`config.mk`:
```
export PLATFORM = sky130hd
export DESIGN_NAME = calc_seq_unit
export DESIGN_NICKNAME = d
export VERILOG_FILES = /design/src/rtl/calc_pkg.sv /design/src/rtl/calc_iter_unit.sv /design/src/rtl/calc_seq_unit.sv
export SDC_FILE = /design/constraint.sdc
export NUM_CORES = 1
export LEC_CHECK = 0
export CAP_MARGIN = 20
export CORE_UTILIZATION = 45
export CTS_CLUSTER_SIZE = 8
export DETAILED_ROUTE_END_ITERATION = 6
export PLACE_DENSITY = 0.66
export SLEW_MARGIN = 20
export SYNTH_ARGS = -nofsm -noshare
export SYNTH_HDL_FRONTEND = slang
export SYNTH_SLANG_ARGS = --single-unit
```
`constraint.sdc`:
```
create_clock -name clk -period 3.2 [get_ports clk]
set_clock_uncertainty 0.2 [all_clocks]
set_input_delay 0.32 -clock clk [delete_from_list [all_inputs] [get_ports clk]]
set_output_delay 0.32 -clock clk [all_outputs]
set_load 0.05 [all_outputs]
```
`src/rtl/calc_pkg.sv`:
```
// Shared op encodings and FSM state type for the handshaked calculator.
package calc_pkg;

  typedef logic [1:0] op_t;

  localparam op_t OP_ADD = 2'b00;
  localparam op_t OP_SUB = 2'b01;
  localparam op_t OP_MUL = 2'b10;
  localparam op_t OP_DIV = 2'b11;

  typedef enum logic [1:0] {
    S_IDLE = 2'b00,
    S_CALC = 2'b01,
    S_DONE = 2'b10
  } state_t;

endpackage

```
`src/rtl/calc_iter_unit.sv`:
```
// Iterative shift-add multiplier / restoring divider, one step per clock.
// The divide path exists only when CALC_DIV_EN is defined.
module calc_iter_unit
  import calc_pkg::*;
#(
  parameter int WIDTH = 8
) (
  input  logic               clk,
  input  logic               reset,
  input  logic               start,
`ifdef CALC_DIV_EN
  input  logic               is_div,
`endif
  input  logic [WIDTH-1:0]   a,
  input  logic [WIDTH-1:0]   b,
  output logic               done,
  output logic [2*WIDTH-1:0] res_nxt
);

  localparam int CW = $clog2(WIDTH + 1);

  logic [CW-1:0]    cnt_q;
  logic [WIDTH-1:0] hi_q;
  logic [WIDTH-1:0] lo_q;
  logic [WIDTH-1:0] opa_q;
  logic [WIDTH:0]   mul_sum;

`ifdef CALC_DIV_EN
  logic             div_q;
  logic [WIDTH-1:0] opb_q;
  logic [WIDTH:0]   shl;
  logic [WIDTH:0]   diff;
`endif

  // {hi,lo} is the product register for MUL and {remainder,quotient} for DIV
  always_comb begin
    mul_sum = {1'b0, hi_q} + {1'b0, (lo_q[0] ? opa_q : {WIDTH{1'b0}})};
    res_nxt = {mul_sum, lo_q[WIDTH-1:1]};
`ifdef CALC_DIV_EN
    shl  = {hi_q, lo_q[WIDTH-1]};
    diff = shl - {1'b0, opb_q};
    if (div_q) begin
      // remainder stays below the divisor, so diff[WIDTH] is a clean borrow flag
      if (diff[WIDTH]) res_nxt = {shl[WIDTH-1:0], lo_q[WIDTH-2:0], 1'b0};
      else             res_nxt = {diff[WIDTH-1:0], lo_q[WIDTH-2:0], 1'b1};
    end
`endif
  end

  assign done = (cnt_q == CW'(1));

  always_ff @(posedge clk or posedge reset) begin
    if (reset) begin
      cnt_q <= '0;
      hi_q  <= '0;
      lo_q  <= '0;
      opa_q <= '0;
`ifdef CALC_DIV_EN
      div_q <= 1'b0;
      opb_q <= '0;
`endif
    end else if (start) begin
      cnt_q <= CW'(WIDTH);
      hi_q  <= '0;
      opa_q <= a;
`ifdef CALC_DIV_EN
      div_q <= is_div;
      opb_q <= b;
      lo_q  <= is_div ? a : b;
`else
      lo_q  <= b;
`endif
    end else if (cnt_q != '0) begin
      {hi_q, lo_q} <= res_nxt;
      cnt_q        <= cnt_q - CW'(1);
    end
  end

endmodule

```
`src/rtl/calc_seq_unit.sv`:
```
// Handshaked calculator: FSM, valid/ready handshake, ADD/SUB and result registers.
// Define CALC_DIV_EN to build the divider; otherwise DIV completes at once with err=1.
//
// state  | meaning
// S_IDLE | in_ready=1, waiting for a command
// S_CALC | iterative MUL/DIV running for WIDTH cycles
// S_DONE | out_valid=1, result held until out_ready
module calc_seq_unit
  import calc_pkg::*;
#(
  parameter int WIDTH = 8
) (
  input  logic               clk,
  input  logic               reset,
  input  logic               in_valid,
  output logic               in_ready,
  input  logic [1:0]         op,
  input  logic [WIDTH-1:0]   a,
  input  logic [WIDTH-1:0]   b,
  output logic               out_valid,
  input  logic               out_ready,
  output logic [2*WIDTH-1:0] result,
  output logic               neg,
  output logic               err
);

  state_t             state_q, state_d;
  logic [2*WIDTH-1:0] result_q, result_d;
  logic               neg_q, neg_d;
  logic               err_q, err_d;
  logic               iter_start;
  logic               iter_done;
  logic [2*WIDTH-1:0] iter_res;
  logic [WIDTH:0]     add_sum;
  logic [WIDTH-1:0]   sub_mag;
  logic               a_lt_b;

  assign add_sum = {1'b0, a} + {1'b0, b};
  assign a_lt_b  = (a < b);
  assign sub_mag = a_lt_b ? (b - a) : (a - b);

  calc_iter_unit #(.WIDTH(WIDTH)) u_iter (
    .clk     (clk),
    .reset   (reset),
    .start   (iter_start),
`ifdef CALC_DIV_EN
    .is_div  (op == OP_DIV),
`endif
    .a       (a),
    .b       (b),
    .done    (iter_done),
    .res_nxt (iter_res)
  );

  always_comb begin
    state_d    = state_q;
    result_d   = result_q;
    neg_d      = neg_q;
    err_d      = err_q;
    iter_start = 1'b0;
    case (state_q)
      S_IDLE: begin
        if (in_valid) begin
          case (op_t'(op))
            OP_ADD: begin
              result_d = {{(WIDTH-1){1'b0}}, add_sum};
              neg_d    = 1'b0;
              err_d    = 1'b0;
              state_d  = S_DONE;
            end
            OP_SUB: begin
              result_d = {{WIDTH{1'b0}}, sub_mag};
              neg_d    = a_lt_b;
              err_d    = 1'b0;
              state_d  = S_DONE;
            end
            OP_MUL: begin
              iter_start = 1'b1;
              state_d    = S_CALC;
            end
            OP_DIV: begin
`ifdef CALC_DIV_EN
              if (b == '0) begin
                result_d = {a, {WIDTH{1'b1}}};
                neg_d    = 1'b0;
                err_d    = 1'b1;
                state_d  = S_DONE;
              end else begin
                iter_start = 1'b1;
                state_d    = S_CALC;
              end
`else
              result_d = '0;
              neg_d    = 1'b0;
              err_d    = 1'b1;
              state_d  = S_DONE;
`endif
            end
            default: state_d = S_IDLE;
          endcase
        end
      end
      S_CALC: begin
        if (iter_done) begin
          result_d = iter_res;
          neg_d    = 1'b0;
          err_d    = 1'b0;
          state_d  = S_DONE;
        end
      end
      S_DONE: begin
        if (out_ready) state_d = S_IDLE;
      end
      default: state_d = S_IDLE;
    endcase
  end

  always_ff @(posedge clk or posedge reset) begin
    if (reset) begin
      state_q  <= S_IDLE;
      result_q <= '0;
      neg_q    <= 1'b0;
      err_q    <= 1'b0;
    end else begin
      state_q  <= state_d;
      result_q <= result_d;
      neg_q    <= neg_d;
      err_q    <= err_d;
    end
  end

  assign in_ready  = (state_q == S_IDLE);
  assign out_valid = (state_q == S_DONE);
  assign result    = result_q;
  assign neg       = neg_q;
  assign err       = err_q;

endmodule

```
## Word-level counts from Yosys, hierarchy flattened

Cells that the tools add are included.

| operators by class | value |
|---|---|
| $add $sub $neg | 5 |
| $lt $le $gt $ge | 1 |
| equal/unequal tests | 12 |
| multiplexer cells | 27 |
| reduce and logical (&&, ||, !) cells | 12 |

Operators by type and width:

| cell | number |
|---|---|
| 2-to-1 mux 8 bit | 6 |
| case mux 16 bit (3 select lines) | 1 |
| 2-to-1 mux 16 bit | 2 |
| case mux 16 bit (2 select lines) | 1 |
| adder 8 x 8 -> 9 bit | 2 |
| subtractor 8 bit | 2 |
| AND reduction 4 bit | 3 |
| < comparator 8 bit | 1 |
| 2-to-1 mux 4 bit | 2 |
| case mux 1 bit (2 select lines) | 4 |
| == test 2 bit, second input constant | 3 |
| 2-to-1 mux 1 bit | 6 |
| 2-to-1 mux 2 bit | 3 |
| inequality test 3 x 2 -> 1 bit, second input constant | 2 |
| case mux 2 bit (3 select lines) | 1 |
| == test 2 x 1 -> 1 bit, second input constant | 2 |
| == test 4 x 1 -> 1 bit, second input constant | 1 |
| zero test 2 bit | 2 |
| inequality test 2 bit, second input constant | 2 |
| inequality test 4 x 1 -> 1 bit, second input constant | 1 |
| case mux 2 bit (2 select lines) | 1 |
| nonzero test 2 bit | 2 |
| nonzero test 4 bit | 1 |
| OR reduction 2 bit | 2 |
| other kinds (4) | 4 |

| word-level totals | value |
|---|---|
| bits in registers | 48 |
| input bits | 22 |
| output and inout port bits | 20 |
| logic and storage cells | 65 |

## Longest topological paths before layout

| depth | value |
|---|---|
| depth after elaboration | 5 |
| depth in mapped cells | 11 |
| depth with buffers taken out | 11 |

## Cells and area by module

Synthesis repeated with hierarchy kept, for this count alone.

| second synthesis, totals | value |
|---|---|
| cells, all modules | 414 |
| area total of the unflattened synthesis | 3683.5 µm² |

By module, submodules not included:

| module | times used | cells an instance | area each (µm²) | seq. area each (µm²) |
|---|---|---|---|---|
| calc_seq_unit | 1 | 250 | 1995.7 | 500.5 |
| calc_iter_unit | 1 | 164 | 1687.9 | 700.7 |

## Least setup slack after synthesis

OpenSTA, ideal clock, no wires.

| timing | value |
|---|---|
| kind | input to register |
| start point | input port a[0] |
| end point | register result_q[1] (netlist: result[1]) |
| library setup time | 0.132 ns |
| arrival time | 2.276 ns |
| required time | 2.868 ns |
| setup slack | 0.593 ns |
| cell stages on the path | 10 |
| path buffers | 0 |
| path through | inv_1 ha_1 inv_1 fa_1 a211oi_1 o21ai_0 nand2_1 mux2_2 a221oi_1 o21ai_0 |

| between the ends | value |
|---|---|
| longest elaborated chain between the ends | 5 |
| elaborated cells between the ends (all ways) | 8 |
| classes of those cells | add/sub (3); order compare (1); mux (4) |

RTL lines:

| element | line | RTL |
|---|---|---|
| start: declaration | calc_seq_unit.sv:18 | `input logic [WIDTH-1:0] a,` |
| subtractor 8 bit / < comparator 8 bit (equally long branches) | calc_seq_unit.sv:40, calc_seq_unit.sv:39 |  |
| 2-to-1 mux 8 bit | calc_seq_unit.sv:40 | `assign sub_mag = a_lt_b ? (b - a) : (a - b);` |
| case mux 16 bit (3 select lines) * | calc_seq_unit.sv:64 | `case (op_t'(op))` |
| 2-to-1 mux 16 bit * | calc_seq_unit.sv:63 | `if (in_valid) begin` |
| case mux 16 bit (2 select lines) * | calc_seq_unit.sv:61 | `case (state_q)` |
| end signal: assignment | calc_seq_unit.sv:126 | `result_q <= result_d;` |
| end: declaration | calc_seq_unit.sv:28 | `logic [2*WIDTH-1:0] result_q, result_d;` |

Every way passes the cells marked *; elsewhere a longest branch is shown, timed or not. The select of a mux whose other input is x is not followed.
A chain may end at the register's enable or synchronous reset.

## Worst setup path in the final report

| timing | value |
|---|---|
| start point | input port a[0] |
| end point | register result_q[7] (netlist: result[7]) |

The elaborated chain is that of the path after synthesis.

==> results.md <==
* Unique masters post-synth at 50
* Outcome: finished clean
* Worst-Skew Late Latency at 0.30 ns
* CTS tree: done
* Via density at 5.47
* Syn Std Cell Area at 3570 um2
* Clock transition at path regs at 0.09 ns
* F_max at around 350 MHz
* Critical path endpoint category: flip-flop
* Seq/Total Area, Yosys at 0.336
* Fin nets at 537
* Grt met2 use at 0.365
* Kind of critical path: input port to flip-flop
* Largest net degree at the start of global routing at 49
* FF+latch count, synth at 48
* Final setup TNS at 0 ns
* Boundary Pins at 42
* Syn. warnings at 0
* Final setup fails at 0
* Yosys top cell area share at 0.336
* Die Y at 91.1 um
* Final RePlAce weighted congestion at slightly below 0.9
* Vias after detailed routing at 3152
* DRC violations left at 0
* Post-CTS setup buffer count at 0
* Hold_buf cts at 0
* Pleak at 2.05 nW
* Total GRT Usage at 0.235
* Port Buf Inserts at 41
* Die X at about 90 um
* # diodes at 0
* Rel. slew slack at 0.435
* Total CTS buffers at 5
* Period utilization at 0.892
* Syn avg cell area at 8.48 um2
* Register Area at 1200 um2
* WHS at 0.269 ns
* GR Util met1 at 0.339
* Worst EP required at 3.19 ns
* Top_reg_cell synth: dfrtp_1
* Post-route antenna net violation count at 0
* Initial antenna violation count at 0
* Worst r2r src: u_iter.lo_q[0]$_DFFE_PP0P_
* Final Core Density at 0.562
* Startpoint types: input port
* Worst Path Arrival at roughly 2.8 ns
* Routed wire length at 8910 um
* Fillers at between 700 and 800
* Post-synth EDFFs at 0
* Bufs on Longest Clock Path at 2
* Worst slew pin tran at around 0.85 ns
* Pre-CTS worst setup slack at 0.0268 ns
* Initial DRC count at between 200 and 250
* Global-route wire length before repair at 15400 um
* Maximum vdd drop at roughly 0.24 mV
* Root buf cell: clkbuf_8
* Cells after DPL at 568
* Total gr overflow at 0
* # rows at 32
* Hold Fails Final Rpt at 0
* Post-synth ARST share at 1.00
* Initial Util at 0.465
* Post-cts sizing count at 0
* Worst Setup SP: a[0]
* CTS HTree Levels at 2
* Tot Pwr at 3.57 mW
* Min Tclk post-route at 2.85 ns
* Non-Filler Instances at 576
* HP Class: input port to asynchronous set/reset pin
* Power density over the cells at 827 nW/um2
* Avg WL per Cell at 15.5 um
* Worst Setup Slack, final at between 0.3 and 0.4 ns
* Core Area at 7690 um2
* Multi-input gate area at 2180 um2
* Cell count after synthesis at 421
* DP HPWL at 7040 um
* Met3 usage at 0.0310
* RSZ-0062 raised after global routing: no
* Gr busiest metal: met2
* Area grow syn2layout at 20.9%
* Layout cells sized above 1 at 0.0738
* Die area at 8300 um2
* Placed Area at 4200 um2
* Synth area leaders: dfrtp_1 (34%), ha_1 (13%), nand2_1 (6.4%)
* DRT Pass-1 Iters at 7
* Net Count, Synth at between 400 and 500
* Largest area contributor in the netlist: dfrtp_1
* Fin area at ~4300 um2
* Crit path max fanout at 6
* Clock sinks at 48
* Max_cap viols at 0
* Max-slew violations at 0
* Vias in the first global route at 3081
layout make-up:
| class | count | share of cell area |
|---|---|---|
| multi-input cells | 323 | 0.505 |
| well taps | 102 | 0.0295 |
| flip-flops and latches | 48 | 0.278 |
| clock inverters | 3 | 0.0110 |
| repair buffers | 62 | 0.132 |
| clock buffers | 5 | 0.0159 |
| inverters | 33 | 0.0290 |
layer usage:
layer,vias to the layer above,share of wire
li1,1550,-
met1,1493,0.48
met2,98,0.45
met3,11,0.047
met4,0,0.017
met5,-,0
registers in the layout, indices dropped and copies added (netlist names):
register and count:
u_iter.opa_q 8, u_iter.cnt_q 4, u_iter.lo_q 8, u_iter.hi_q 8, state_q 2, result 16, neg 1, err 1
power by group:
group	internal, mW	switching (mW)
Clock	0.236	0.217
Sequential	0.883	0.216
Combinational	0.812	1.21
Total	1.93	1.64
final timing paths:
check | cells after the start | slack [ns] | endpoint
max in group asynchronous | 2 | 2.03 | result[3]$_DFFE_PP0P_
min in group clk | 2 | 0.28 | u_iter.opa_q[7]$_DFFE_PP0P_
min | 2 | 0.27 | state_q[1]$_DFFE_PP0P_
min reg2reg | 2 | 0.28 | u_iter.opa_q[7]$_DFFE_PP0P_
max reg2reg | 11 | 0.47 | u_iter.hi_q[7]$_DFFE_PP0P_
max | 13 | 0.35 | result[7]$_DFFE_PP0P_
layout by cell type (no fill, tap or decap), types with 3 or more instances in the layout:
cell type and count:
mux2i_1 6, a31oi_1 11, o21ai_0 28, nand3b_1 6, xor2_1 3, nor2_1 42
xnor2_1 12, and2_1 9, nor2b_1 4, nor3_1 4, a211oi_1 6, buf_4 21
a21boi_0 3, clkdlybuf4s50_1 41, fa_1 4, o21a_1 4, clkbuf_8 5, inv_1 32
dfrtp_1 48, nand2b_1 8, nand3_1 3, a21o_1 9, a22o_1 5, o21bai_1 4
a21oi_1 24, nand2_1 61, ha_1 38
synth_stat cells, types with 2 or more instances:
cell and n:
nand2_1 61, o41ai_1 2, a22o_1 5, mux2i_1 6, o21a_1 4, fa_1 4
xor2_1 3, xnor2_1 12, a31oi_1 11, a21oi_1 24, inv_1 33, a21boi_0 3
a221o_1 2, a211oi_1 6, ha_1 38, nand3_1 3, clkbuf_1 15, o311a_1 2
nand3b_1 6, buf_2 2, and2_1 9, o22ai_1 2, nor2_1 42, o21bai_1 4
o21ai_0 28, nor3_1 4, nand2b_1 8, a221oi_1 2, nor2b_1 4, dfrtp_1 48
a21o_1 9
logic make-up (layout without fill, tap and decap cells):
logic type | Yosys count | after routing | synth area share
simple gates | 145 | 145 | 0.184
buf+inv | 50 | 103 | 0.0532
xor+xnor | 15 | 15 | 0.0368
fa+ha+maj | 42 | 42 | 0.156
mux | 7 | 7 | 0.0200
flops | 48 | 48 | 0.336
compound gates | 114 | 114 | 0.214
worst max-delay path: stages:
cell	delay [ns]
clkdlybuf4s50_1	0.46
inv_1	0.09
ha_1	0.16
inv_1	0.05
fa_1	0.39
a211oi_1	0.27
o21ai_0	0.16
nand2_1	0.17
buf_4	0.18
nand2_1	0.06
a31oi_1	0.24
o221a_2	0.22
nand3_1	0.07
Note: power is estimated with default switching activity, not from simulation.
